### src/rtl/otp_stream_ctrl.sv
// Sequencer for the 16-bit one-time-pad cryptor. It pairs each message word with one fresh key word,
// presents the pair for one cycle, captures the result and streams it out with valid/ready.
module otp_stream_ctrl #(
   parameter int unsigned WORD_W    = 16,
   parameter int unsigned MAX_WORDS = 15,
   parameter int unsigned CNT_W     = 4
) (
   input  logic              clk,
   input  logic              rst_n,
   input  logic              start,
   input  logic [CNT_W-1:0]  len,
   input  logic              abort,
   output logic              busy,
   output logic              done,
   output logic              err_len,
   input  logic              in_valid,
   input  logic [WORD_W-1:0] in_word,
   output logic              in_ready,
   input  logic              key_valid,
   input  logic [WORD_W-1:0] key_word,
   output logic              key_ready,
   output logic [WORD_W-1:0] crypt_msg,
   output logic [WORD_W-1:0] crypt_key,
   input  logic [WORD_W-1:0] crypt_out,
   output logic              out_valid,
   output logic [WORD_W-1:0] out_word,
   output logic              out_last,
   input  logic              out_ready
);

   typedef enum logic [2:0] {S_IDLE, S_LOAD, S_XOR, S_CAPT, S_EMIT, S_DONE} state_t;

   state_t            r_state, w_next;
   logic [CNT_W-1:0]  r_len, r_cnt;
   logic [WORD_W-1:0] r_msg, r_key, r_out;
   logic              r_err_len;
   logic              w_len_ok, w_hs, w_last, w_abort;

   assign w_len_ok = (len != '0) && (32'(len) <= MAX_WORDS);
   assign w_hs     = (r_state == S_LOAD) && in_valid && key_valid;
   assign w_last   = (r_cnt == r_len - CNT_W'(1));
   assign w_abort  = abort && (r_state != S_IDLE);

   always_ff @(posedge clk or negedge rst_n) begin
      if (!rst_n) r_state <= S_IDLE;
      else        r_state <= w_next;
   end

   always_comb begin
      w_next = r_state;
      case (r_state)
         S_IDLE:  if (start && w_len_ok) w_next = S_LOAD;
         S_LOAD:  if (w_hs) w_next = S_XOR;
         S_XOR:   w_next = S_CAPT;
         S_CAPT:  w_next = S_EMIT;
         S_EMIT:  if (out_ready) w_next = w_last ? S_DONE : S_LOAD;
         S_DONE:  w_next = S_IDLE;
         default: w_next = S_IDLE;
      endcase
      if (w_abort) w_next = S_IDLE;
   end

   always_ff @(posedge clk or negedge rst_n) begin
      if (!rst_n) begin
         r_len     <= '0;
         r_cnt     <= '0;
         r_msg     <= '0;
         r_key     <= '0;
         r_out     <= '0;
         r_err_len <= 1'b0;
      end else begin
         r_err_len <= (r_state == S_IDLE) && start && !w_len_ok;
         // An aborted pair is still consumed by the handshake but never latched.
         if (w_abort) begin
            r_msg <= '0;
            r_key <= '0;
            r_out <= '0;
         end else begin
            case (r_state)
               S_IDLE: if (start && w_len_ok) begin
                  r_len <= len;
                  r_cnt <= '0;
               end
               S_LOAD: if (w_hs) begin
                  r_msg <= in_word;
                  r_key <= key_word;
               end
               S_CAPT: begin
                  r_out <= crypt_out;
                  r_msg <= '0;
                  r_key <= '0;
               end
               S_EMIT: if (out_ready && !w_last) r_cnt <= r_cnt + CNT_W'(1);
               default: ;
            endcase
         end
      end
   end

   assign busy      = (r_state != S_IDLE);
   assign done      = (r_state == S_DONE);
   assign err_len   = r_err_len;
   assign in_ready  = w_hs;
   assign key_ready = w_hs;
   assign crypt_msg = (r_state == S_XOR) ? r_msg : '0;
   assign crypt_key = (r_state == S_XOR) ? r_key : '0;
   assign out_valid = (r_state == S_EMIT);
   assign out_last  = (r_state == S_EMIT) && w_last;
   assign out_word  = r_out;

endmodule

### config.mk
export PLATFORM = sky130hd
export DESIGN_NAME = otp_stream_ctrl
export DESIGN_NICKNAME = d
export VERILOG_FILES = /design/src/rtl/otp_stream_ctrl.sv
export SDC_FILE = /design/constraint.sdc
export NUM_CORES = 1
export LEC_CHECK = 0
export ABC_AREA = 1
export CORE_MARGIN = 2
export CORE_UTILIZATION = 50
export DETAILED_ROUTE_END_ITERATION = 7
export DONT_BUFFER_PORTS = 1
export GPL_TIMING_DRIVEN = 0
export SYNTH_ARGS = -nofsm -noshare
export SYNTH_HDL_FRONTEND = slang
export SYNTH_SLANG_ARGS = --single-unit
### constraint.sdc
create_clock -name clk -period 1.85 [get_ports clk]
set_input_delay 0.37 -clock clk [delete_from_list [all_inputs] [get_ports clk]]
set_output_delay 0.37 -clock clk [all_outputs]
set_load 0.02 [all_outputs]
After elaboration in Yosys (flattened, before gate mapping)
Index checks and enable logic that the tools add are counted.
Cells by class
  magnitude comparators: 0
  shifts and indexed selects: 0
  bitwise operators: 1
  muxes and demuxes: 19
  div/mod/pow operators: 0
  $add $sub $neg: 2
  equal/unequal tests: 11
  reduce and logical (&&, ||, !) cells: 20
  multipliers: 0
Operators with widths (number)
  2-to-1 mux 16 bit: 8
  case mux 16 bit (2 select lines): 2
  2-to-1 mux 3 bit: 5
  case mux 3 bit (5 select lines): 1
  logical AND 1 bit: 8
  2-to-1 mux 4 bit: 2
  case mux 4 bit (2 select lines): 1
  equality test 3 x 2 -> 1 bit, second input constant: 2
  equality test 3 bit, second input constant: 2
  != test 3 bit, second input constant: 2
  AND reduction 3 bit: 2
  nonzero test 3 bit: 2
  adder 4 x 1 -> 4 bit, second input constant: 1
  equality test 4 bit: 1
  AND reduction 4 bit: 1
  nonzero test 2 bit: 2
  nonzero test 4 bit: 1
  subtractor 4 x 1 -> 4 bit, second input constant: 1
  equality test 3 x 1 -> 1 bit, second input constant: 1
  logical NOT 3 bit: 1
  != test 3 x 1 -> 1 bit, second input constant: 1
  logical NOT 1 bit: 2
  != test 2 x 1 -> 1 bit, second input constant: 1
  != test 2 bit, second input constant: 1
  other kinds (2): 2
Storage, ports and cells
  word-level logic and storage cells: 60
  memory bits (read-only): 0
  output and inout bits: 55
  memories: 0
  register bits after elaboration: 60
  bits in writable memories: 0
  latch bits: 0

Longest topological paths before layout
  depth after elaboration: 6
  gate-level depth with buffers: 11
  depth with buffers taken out: 11

Least setup slack after synthesis
Ideal clock, no wire load.
  kind: register to output
  start point: reg r_state[2]
  end point: out key_ready
  stages on the path, launching flop included: 5
  setup slack: 121 ps
  arrival: 1359 ps
  data required time: 1480 ps
  cell sequence: dfrtp_1 -> nor3_4 -> inv_1 -> nor2_1 -> buf_4
On the way
  longest elaborated chain between the ends: 3
Ends and longest elaborated chain
  start, declared: line 33  | state_t r_state, w_next;
  start signal, assigned: line 46  | else r_state <= w_next;
  equality test 3 x 1 -> 1 bit: line 40  | assign w_hs = (r_state == S_LOAD) && in_valid && key_valid;
  logical AND 1 bit (2 in series): line 40
  end, declared: line 21  | output logic key_ready,
Every way passes these cells.

Worst setup path after layout
  start point: reg r_state[2]
  end point: out crypt_msg[10]
On the way
  longest elaborated chain between the ends: 2
Ends and longest elaborated chain
  equality test 3 x 2 -> 1 bit: line 105  | assign crypt_msg = (r_state == S_XOR) ? r_msg : '0;
  2-to-1 mux 16 bit: line 105
  end, declared: line 22  | output logic [WORD_W-1:0] crypt_msg,
Every way passes these cells.

==> flow_summary.ini <==
[status]
status = complete, but fails checks
violations = negative setup slack

[sta]
relSlewSlack_pct = 67.09
rsz0062_at_grt = true
worst_pin_slew_ps = 493.7
layout_setup_ws_ps = -77.14
period_share_pct = 104.2
period_minus_slack_ps = 1927
finalSetupViolations = 34
tns_ps = -1486
finClkSkew_ps = 6.179
fmax_mhz = 518.9
hold_viol = 0
slew_viol_final = 0

[grt]
grt_use_total_pct = 23.61
grt_max_degree = 61
overflow = 0
grt_pass1_wl_um = 12040
antenna_found_initial = 0
grt_pass1_vias = 2563

[finish]
antenna_cells = 0
syn2layout_area_growth_pct = 27.64
utilization_pct = 65.58
fin_nets = 490
final_cell_mix = nand2_1 (105), dfrtp_1 (57), nor2_1 (50), inv_1 (42)
layout_commonest_cell = nand2_1
drive_above_1_share_pct = 24.19
nFillCells = 534

[critical_path]
crit_type = flip-flop to primary output
crit_fanout = 8
critPathRequiredTime_ps = 1480
cp-start-kind = flip-flop
reg2reg_depth = 8
regToRegSetupSlack_ps = 80
r2r_start = r_state[1]
cp-end-kind = primary output
arrival_ps = 1560
r2r-end = r_key[14]

[min_path]
min_path_cells = 2
hold_path_class = primary input to flip-flop
worstHoldStart = start
min_to = err_len

[floorplan]
die_y_um = 81.77
rows = 28
io_pins = 114
core_area_mm2 = 0.005886
start_util_pct = 51.38
dieArea_mm2 = 0.006686
fp.dieW_um = 81.77

[routing]
post-route-drc-count = 0
drt-total-wl_um = 7459
viasPerCell = 5.173
drt_iter0_drc = 115
via_count = 2633
wl_per_cell_um = 14.65
ant_nets = 0
firstDrtPassIters = 4

[synth]
synthArstFlopShare_pct = 100.0
synth_top_area_share_pct = 49.65
synth_flop_cell = dfrtp_1
yosys-top-cells-area = dfrtp_1 (50%), nand2_1 (13%), nor2_1 (10%)
synth_cells = 399
yosysSeqAreaShare_pct = 49.65
netlist_area_mm2 = 0.003024
synth_seq_cells = 60
synth_nets = 460
synth_top_area_cell = dfrtp_1
yosys_warnings = 0
postSynthAreaPerCell_um2 = 7.579
synthDistinctLibCells = 27
synth-edff-count = 0

[placement]
place.gp.congestion = 0.7714
port_buffers = 0
hpwl_um = 4812

[cts]
cts.sinks = 60
cts_buffers = 9
clkLatencyLatePin_ps = 330
cts_root_buf = clkbuf_8
clockBufferDepth = 2
clk_pin_slew_worst_paths_ps = 70
cts_tree = done
h-tree-depth = 3

[pwr]
power.internal_w = 0.003459
swShare_pct = 44.58
p_sw_w = 0.002783
finalPower_w = 0.006242
p_comb_share_pct = 44.1
power_frac_seq_pct = 36.6
peakVddDrop_uv = 917.8
cellLeakagePower_nw = 1.877
power_density_mw_per_mm2 = 1617
clockPowerShare_pct = 19.3

[run]
drv_cap = 0
per-layer routing:
metal / up-vias / GRT usage [%] / wire (um)
li1: 1312 / - / -
met1: 1229 / 31.37 / 3200
met2: 80 / 37.40 / 3654
met3: 12 / 6.044 / 481
met4: 0 / 8.667 / 123
met5: - / 0 / 0
layout make-up:
| class | count | area, um^2 | share of cell area (%) |
|---|---|---|---|
| plain buffers | 19 | 171.4 | 4.441 |
| clock buffers | 12 | 155.1 | 4.019 |
| repair buffers | 19 | 187.7 | 4.862 |
| clock inverters | 4 | 47.55 | 1.232 |
| well taps | 75 | 93.84 | 2.431 |
| flip-flops and latches | 60 | 1505 | 39.00 |
| multi-input cells | 268 | 1496 | 38.77 |
| inverters | 52 | 202.7 | 5.251 |
per-stage QoR:
step | setup WS (ps) | hold WS (ps) | cell area, um^2 | std cells
3_3_place_gp | -166.7 | 75.74 | 3118 | 474
2_1_floorplan | 121.5 | 74.41 | 3024 | 399
5_1_grt | -178.2 | 141.3 | 3860 | 509
6_report | -77.14 | 150.0 | 3860 | 509
3_5_place_dp | -178.4 | 75.73 | 3118 | 474
4_1_cts | -92.87 | 139.1 | 3811 | 504
sequential cells by signal, indices dropped and copies added (netlist names):
register	count
out_word	16
r_key	16
r_msg	16
r_cnt	4
r_len	4
r_state	3
err_len	1
cells by family (layout without fill, tap and decap cells):
| group | count (synthesis) | after routing | synth area share (%) |
|---|---|---|---|
| and+or+nand+nor | 240 | 240 | 34.67 |
| buffers and inverters | 71 | 106 | 9.847 |
| DFF | 60 | 60 | 49.65 |
| AOI/OAI and AO/OA | 24 | 24 | 4.427 |
| adders and majority gates | 2 | 2 | 0.8273 |
| xor gates and xnor gates | 2 | 2 | 0.5793 |
Yosys cell counts, drive strengths merged (2+ instances only):
library cell	count
dfrtp	60
a21oi	5
nand4	32
buf	9
nor2	84
inv	52
o21ai	18
nor3	4
nand3	9
nand2	110
ha	2
clkbuf	10
worst max-delay path: stages (launching register included):
cell and delay [ps]:
dfrtp_2 460, nor3_4 250, inv_4 130, clkbuf_16 190, nor2_4 190
worst max path at each step:
| stage | start | to | slack, ps |
|---|---|---|---|
| 3_5_place_dp | r_state[2] | crypt_key[1] | -180 |
| 2_1_floorplan | r_state[2] | key_ready | 120 |
| 6_report | r_state[2] | crypt_msg[10] | -80 |
| 4_1_cts | r_state[1] | crypt_msg[10] | -90 |
| 3_3_place_gp | r_state[2] | crypt_msg[11] | -170 |
| 5_1_grt | r_state[1] | out_last | -180 |
repair_timing:
item,4_1_cts,5_1_grt
gates resized for setup,90,6
setup buffers,9,5
gates cloned,3,0
hold endpoints to repair,60,0
setup endpoints to repair,36,74
pin swaps,11,5
hold buffers,2,0
power groups by stage:
stage                     Sequential, W  Clock, W  Combinational, W
after floorplan                 0.00222         0           0.00170
after global placement          0.00228         0           0.00206
after detailed placement        0.00229         0           0.00210
after CTS                       0.00228   0.00123           0.00272
after global routing            0.00234   0.00129           0.00311
final                           0.00229   0.00120           0.00275
Note: power is estimated with default switching activity, not from simulation.
